`src/rtl/mem_port_arbiter_pkg.sv`:
```
// mem_port_arbiter_pkg: state encodings and owner type shared by the memory port arbiter
package mem_port_arbiter_pkg;
    typedef logic [1:0] arb_state_t;
    localparam arb_state_t ARB_IDLE = 2'd0;
    localparam arb_state_t ARB_REQ  = 2'd1;
    localparam arb_state_t ARB_RESP = 2'd2;
    typedef enum logic {OWNER_INSTR, OWNER_DATA} mem_owner_t;
endpackage

```
`src/rtl/mem_port_arbiter.sv`:
```
// mem_port_arbiter: shares one OBI memory port between fetch and load/store,
// data first with bounded fetch starvation, dropping flushed fetch responses
module mem_port_arbiter
    import mem_port_arbiter_pkg::*;
#(
    parameter int MAX_DATA_STREAK = 4,
    parameter int ADDR_W          = 32,
    parameter int DATA_W          = 32
) (
    input  logic                clk_i,
    input  logic                rst_i,
    input  logic                instr_req_i,
    input  logic [ADDR_W-1:0]   instr_addr_i,
    output logic                instr_gnt_o,
    output logic                instr_rvalid_o,
    output logic [DATA_W-1:0]   instr_rdata_o,
    input  logic                instr_flush_i,
    input  logic                data_req_i,
    input  logic                data_we_i,
    input  logic [DATA_W/8-1:0] data_be_i,
    input  logic [ADDR_W-1:0]   data_addr_i,
    input  logic [DATA_W-1:0]   data_wdata_i,
    output logic                data_gnt_o,
    output logic                data_rvalid_o,
    output logic [DATA_W-1:0]   data_rdata_o,
    output logic                mem_req_o,
    output logic                mem_we_o,
    output logic [DATA_W/8-1:0] mem_be_o,
    output logic [ADDR_W-1:0]   mem_addr_o,
    output logic [DATA_W-1:0]   mem_wdata_o,
    input  logic                mem_gnt_i,
    input  logic                mem_rvalid_i,
    input  logic [DATA_W-1:0]   mem_rdata_i,
    output logic                busy_o
);
    localparam logic [3:0] MAX_S = 4'(MAX_DATA_STREAK);
    arb_state_t          state_q;
    mem_owner_t          owner_q;
    logic                we_q;
    logic [DATA_W/8-1:0] be_q;
    logic [ADDR_W-1:0]   addr_q;
    logic [DATA_W-1:0]   wdata_q;
    logic [3:0]          streak_q;
    logic                discard_q;
    logic                idle;
    logic                pick_instr;
    logic                resp_done;
    assign idle       = state_q == ARB_IDLE;
    // fetch wins when alone or once data has used up its streak
    assign pick_instr = instr_req_i && (!data_req_i || streak_q == MAX_S);
    assign instr_gnt_o = !rst_i && idle && pick_instr;
    assign data_gnt_o  = !rst_i && idle && data_req_i && !pick_instr;
    assign resp_done   = state_q == ARB_RESP && mem_rvalid_i;
    assign instr_rvalid_o = resp_done && owner_q == OWNER_INSTR && !discard_q && !instr_flush_i;
    assign data_rvalid_o  = resp_done && owner_q == OWNER_DATA;
    assign instr_rdata_o  = mem_rdata_i;
    assign data_rdata_o   = mem_rdata_i;
    assign mem_req_o   = state_q == ARB_REQ;
    assign mem_we_o    = we_q;
    assign mem_be_o    = be_q;
    assign mem_addr_o  = addr_q;
    assign mem_wdata_o = wdata_q;
    assign busy_o      = !idle;
    always_ff @(posedge clk_i) begin
        if (rst_i) begin
            state_q   <= ARB_IDLE;
            owner_q   <= OWNER_INSTR;
            we_q      <= 1'b0;
            be_q      <= '0;
            addr_q    <= '0;
            wdata_q   <= '0;
            streak_q  <= '0;
            discard_q <= 1'b0;
        end else begin
            if (instr_gnt_o || data_gnt_o) begin
                state_q  <= ARB_REQ;
                owner_q  <= data_gnt_o ? OWNER_DATA : OWNER_INSTR;
                we_q     <= data_gnt_o && data_we_i;
                be_q     <= data_gnt_o ? data_be_i : '1;
                addr_q   <= data_gnt_o ? data_addr_i : instr_addr_i;
                wdata_q  <= data_gnt_o ? data_wdata_i : '0;
                streak_q <= (data_gnt_o && instr_req_i) ? (streak_q == MAX_S ? MAX_S : streak_q + 4'd1) : '0;
            end
            if (state_q == ARB_REQ && mem_gnt_i)
                state_q <= ARB_RESP;
            if (resp_done) begin
                state_q   <= ARB_IDLE;
                discard_q <= 1'b0;
            end else if (!idle && owner_q == OWNER_INSTR && instr_flush_i)
                discard_q <= 1'b1;
        end
    end
endmodule

```
`config.mk`:
```
export PLATFORM = sky130hd
export DESIGN_NAME = mem_port_arbiter
export DESIGN_NICKNAME = d
export VERILOG_FILES = /design/src/rtl/mem_port_arbiter_pkg.sv /design/src/rtl/mem_port_arbiter.sv
export SDC_FILE = /design/constraint.sdc
export NUM_CORES = 1
export LEC_CHECK = 0
export ABC_CLOCK_PERIOD_IN_PS = 2100
export BUFFER_PORTS_ARGS = -buffer_cell sky130_fd_sc_hd__buf_4
export CAP_MARGIN = 20
export CELL_PAD_IN_SITES_DETAIL_PLACEMENT = 1
export CELL_PAD_IN_SITES_GLOBAL_PLACEMENT = 1
export CORE_ASPECT_RATIO = 0.9
export CORE_MARGIN = 3
export CORE_UTILIZATION = 27
export DETAILED_ROUTE_END_ITERATION = 7
export PLACE_DENSITY_LB_ADDON = 0.1
export SLEW_MARGIN = 20
export SYNTH_ARGS = -nofsm -noshare
export SYNTH_HDL_FRONTEND = slang
export SYNTH_SLANG_ARGS = --single-unit
```
`constraint.sdc`:
```
create_clock -name clk_i -period 2.1 [get_ports clk_i]
set_clock_uncertainty 0.05 [all_clocks]
set_input_delay 0.21 -clock clk_i [delete_from_list [all_inputs] [get_ports clk_i]]
set_output_delay 0.21 -clock clk_i [all_outputs]
set_load 0.005 [all_outputs]
```
; ---- Word level (Yosys, flattened, before mapping)
; Cells that the tools add are included.
[op_classes]
add_sub_neg = 1
n_eq_ne = 3
mux = 8
n_bitwise = 1
reduce_logical = 27
[ops]
columns = cell, count
row1 = $mux 32, 2
row2 = $logic_and 1x1->1, 15
row3 = $mux 4, 3
row4 = $logic_not 1->1, 6
row5 = $add 4x1->4 const B, 1
row6 = $eq 4x3->1 const B, 1
row7 = $mux 2, 2
row8 = $reduce_or 3->1, 1
row9 = $eq 2x1->1 const B, 1
row10 = $eq 2x2->1 const B, 1
row11 = $logic_not 2->1, 1
row12 = $logic_or 1x1->1, 2
row13 = $reduce_bool 2->1, 1
row14 = $reduce_or 2->1, 1
row15 = $mux 1, 1
row16 = $not 1->1, 1
[word_totals]
register_bits = 77
out_inout_bits = 139
word_cells = 49

; ---- Depth between registers and ports, before layout
[depth]
depth_word = 8
mapped_depth = 9
ltp_nobuf = 7

; ---- Worst setup path after synthesis
; OpenSTA, ideal clock, no wires.
[synth_timing]
path_kind = flip-flop to flip-flop
startpoint = register streak_q[0]
endpoint = register addr_q[15] (netlist: mem_addr_o[15])
t_arrival_ns = 1.457
slack_ns = 0.507
path_stages_with_launch = 9
path_buffers = 2
cell_sequence = dfxtp_1 inv_1 ha_1 nand4b_1 nand3_2 buf_12 buf_8 mux2i_1 a211oi_1
[synth_via]
elab_chain_cells = 6
word_cells_on_any_way = 8
cone_classes = eq/ne: 1 / mux: 1 / reduce/logical: 6
[synth_lines]
columns = element, line_no
row1 = start: declaration, mem_port_arbiter.sv:43  ; logic [3:0] streak_q;
row2 = start signal: assignment, mem_port_arbiter.sv:82  ; streak_q <= (data_gnt_o && instr_req_i) ? (streak_q == MAX_S ? MAX_S : streak_q + 4'd1) : '0;
row3 = $eq 4x3->1 *, mem_port_arbiter.sv:50  ; assign pick_instr = instr_req_i && (!data_req_i || streak_q == MAX_S);
row4 = $logic_or 1x1->1 *, mem_port_arbiter.sv:50
row5 = $logic_and 1x1->1 *, mem_port_arbiter.sv:50
row6 = $logic_not 1->1, mem_port_arbiter.sv:52  ; assign data_gnt_o = !rst_i && idle && data_req_i && !pick_instr;
row7 = $logic_and 1x1->1, mem_port_arbiter.sv:52
row8 = $mux 32 / $logic_or 1x1->1 (equally long branches), "mem_port_arbiter.sv:80, mem_port_arbiter.sv:75"
row9 = end signal: assignment, mem_port_arbiter.sv:80  ; addr_q <= data_gnt_o ? data_addr_i : instr_addr_i;
row10 = end: declaration, mem_port_arbiter.sv:41  ; logic [ADDR_W-1:0] addr_q;
; Mark *: on every way between the ends. The rest lies on a longest branch, timed or not.
; A chain may end at the register's enable or synchronous reset.

; ---- Worst setup path in the final report
[layout_timing]
startpoint = register streak_q[0]
endpoint = output data_gnt_o
[layout_via]
elab_chain_cells = 5
[layout_lines]
columns = element, line_no
row1 = $eq 4x3->1, mem_port_arbiter.sv:50
row2 = $logic_or 1x1->1, mem_port_arbiter.sv:50
row3 = $logic_and 1x1->1, mem_port_arbiter.sv:50
row4 = $logic_not 1->1, mem_port_arbiter.sv:52
row5 = $logic_and 1x1->1, mem_port_arbiter.sv:52
row6 = end: declaration, mem_port_arbiter.sv:23  ; output logic data_gnt_o,
; Every way passes these cells.

==> impl_metrics.toml <==
[global_routing]
grt_pass1_vias = 3252
met2_usage_pct = 25.8
antenna_found_initial = 0
overflow = 0
busiest_layer = "met2"
use_met1_pct = 16.6
grt_pass1_wl_um = 17200
grt_max_degree = 78
use_met3_pct = 6.22
grt_usage_pct = 14.8

[logic_synthesis]
yosys-top-cells-area = "dfxtp_1, buf_4, mux2i_1"
synth_top_area_share_pct = 42.8
syn_avg_cell_area_sq_um = 9.31
ys_ff_latch = 77
synth_fp_nets = 529
synth.top_cells.by_count = "dfxtp_1, nor2_1, buf_4, a22oi_1"
synth-seq-area-share_pct = 42.8
ys_async_sr_fraction_pct = 0
syn_inst = 387
yosys_warnings = 0
yosys.area.top_type = "dfxtp_1"
syn_area_sq_mm = 0.00360
ys_types = 34
synth-edff-count = 0
synth_ff_type = "dfxtp_1"

[cts]
cts.root.buffer_cell = "clkbuf_16"
clk_pin_slew_worst_paths_ns = 0.06
worstSkewPairLatency_ns = 0.33
cts_buffers = 9
tritoncts = "yes"
clock_path_buffers = 2
h-tree-depth = 3
numClockSinks = 77
hold_buffers = 0

[sta]
post-route-min-period_ns = 1.93
hold_viol_final = 0
tightest_slew_ns = 0.848
setup_viol = 0
fmaxAchievable_mhz = 517
rsz0062_at_grt = "no"
slew_viol_final = 0
finalSetupTns_ns = 0
relSlewSlack_pct = 43.5
period_share_pct = 92.1

[drt]
dr_total_vias = 3136
ant_nets = 0
wirelength_um = 11500
firstDrtPassIters = 4
wire_per_inst_um = 17.2
drc = 0
drt-initial-drc-count = 116
via_per_inst = 4.70

[cells_and_area]
fillers = 1484
final_net_count = 641
antenna_cells = 0
syn_to_final_growth_pct = 37.6
final_layout_size_suffix_gt1_share_pct = 42.5
final_cell_area_sq_mm = 0.00496

[worst_setup_path]
worstPathCellList = "inv_1 > ha_1 > nand4b_1 > nand3_4 > clkinv_8 > buf_4"
r2r_end = "mem_addr_o[8]$_SDFFE_PP0P_"
criticalPathCategory = "reg -> out"
slowest_delay_ns = 0.37
reg2reg_from = "streak_q[0]$_SDFFE_PP0P_"
ff2ff_path_depth = 7
endpoint_kind = "output port"
start_kind = "flip-flop"
r2r_slack_ns = 0.24
crit_path_top_delay_cell = "dfxtp_1"
cp-startpoint = "streak_q[0]$_SDFFE_PP0P_"
critPathRequiredTime_ns = 1.84
critPathCapture = "data_gnt_o"
cp.arrival_ns = 1.67
critPathMaxFanout = 17

[floorplan]
die_w_um = 128
num_io_pins = 279
die_area_sq_mm = 0.0148
start_util_pct = 28.0
fp.coreArea_sq_mm = 0.0129
die_h_um = 116
core.rowCount = 39

[power]
p_leak_nw = 2.38
power_density_mw_per_mm2 = 808
ir_worst_vdd_mv = 0.433

[placement]
post_dp_cell_area_sq_mm = 0.00463
place.gp.congestion = 0.737
place.port_buffers = 182
dpl.hpwl_um = 8240

[status]
status = "finished clean"

[job]
maxCapViolCount = 0

[worst_hold_path]
worstHoldPathType = "in -> reg"
## through the flow
stage          hold slack [ns]  utilization (%)  instances  worst slack (ns)  power, mW
2_1_floorplan            0.305                -        387             0.507       2.14
3_3_place_gp             0.370             35.9        650             0.258       2.47
3_5_place_dp             0.370             35.9        650             0.168       2.49
4_1_cts                 0.0562             38.4        666            0.0327       4.10
5_1_grt                 0.0721             38.5        667            0.0416       4.22
6_report                0.0708             38.5        667             0.166       4.01
## routing by layer
metal | vias to the layer above | wire length [um]
met3 | 11 | 1080
met5 | - | 0
met2 | 152 | 5590
met4 | 0 | 138
li1 | 1506 | -
met1 | 1467 | 4640
## worst max-delay path: cells and delay by family (launching register included)
family	cells	cell delay, ns
buffers and inverters	3	0.35
flip-flops	1	0.37
AND/OR/NAND/NOR	2	0.37
adder cells (fa/ha/maj)	1	0.24
## cell type report
type                    instances  area (sq um)  area share, %
well taps                     164           205           4.14
clock inverters                 4          47.5          0.958
repair inverters                1          6.26          0.126
clock buffers                  11           253           5.09
multi-input cells             214          1400           28.1
repair buffers                190          1480           29.8
flip-flops and latches         77          1540           31.1
inverters                       6          35.0          0.706
## state kept, by name (all words and copies together) (netlist names)
name,count
owner_q,1
mem_addr_o,32
streak_q,4
mem_wdata_o,32
discard_q,1
state_q,2
mem_be_o,4
mem_we_o,1
## repair_timing
action,in CTS,in global routing
pin swaps,0,1
buffers inserted,0,1
resized for setup,3,1
gates cloned,1,0
endpoints found under the hold margin,0,0
setup endpoints to repair,1,1
## worst min-delay path by stage
stage	from	end	slack (ns)	depth (start not counted)
global placement	mem_rdata_i[3]	data_rdata_o[3]	0.37	0
detailed placement	mem_rdata_i[3]	data_rdata_o[3]	0.37	0
finish	data_wdata_i[4]	mem_wdata_o[4]$_SDFFE_PP0P_	0.07	3
global route	data_wdata_i[11]	mem_wdata_o[11]$_SDFFE_PP0P_	0.07	3
floorplan	mem_gnt_i	state_q[1]$_SDFFE_PP0P_	0.30	2
CTS	data_wdata_i[4]	mem_wdata_o[4]$_SDFFE_PP0P_	0.06	3
## report_power, final
| group | internal (mW) | total, mW | switching, mW |
|---|---|---|---|
| Clock | 0.974 | 1.56 | 0.591 |
| Sequential | 1.59 | 1.65 | 0.0691 |
| Combinational | 0.436 | 0.792 | 0.356 |
| Total | 3.00 | 4.01 | 1.02 |
## cells in the final DEF, fill, tap and decap left out
cell / count
buf_4: 186
nor2_1: 77
dfxtp_1: 77
a22oi_1: 35
mux2i_1: 33
a211oi_1: 33
clkbuf_16: 9
nand2_1: 5
inv_1: 4
a21oi_1: 4
o22ai_1: 4
buf_12: 4
nor3_4: 2
nor2b_1: 2
nand2b_1: 2
nand3_1: 2
o21ai_0: 2
ha_1: 2
clkinv_2: 2
clkbuf_8: 2
nand4b_1: 1
nand3_4: 1
clkinv_8: 1
inv_2: 1
nor4_1: 1
nand3b_1: 1
o21ai_2: 1
and4_1: 1
o211ai_1: 1
nor2b_2: 1
a32oi_1: 1
mux2_2: 1
a31oi_1: 1
bufinv_16: 1
clkinvlp_4: 1
inv_4: 1
## logic make-up after synthesis
group | Yosys count | synth area share, %
AOI/OAI and AO/OA | 82 | 16.6
adders and majority gates | 2 | 0.694
buffers and inverters | 96 | 19.0
DFF | 77 | 42.8
muxes | 34 | 9.48
and+or+nand+nor | 96 | 11.6
Note: power is estimated with default switching activity, not from simulation.
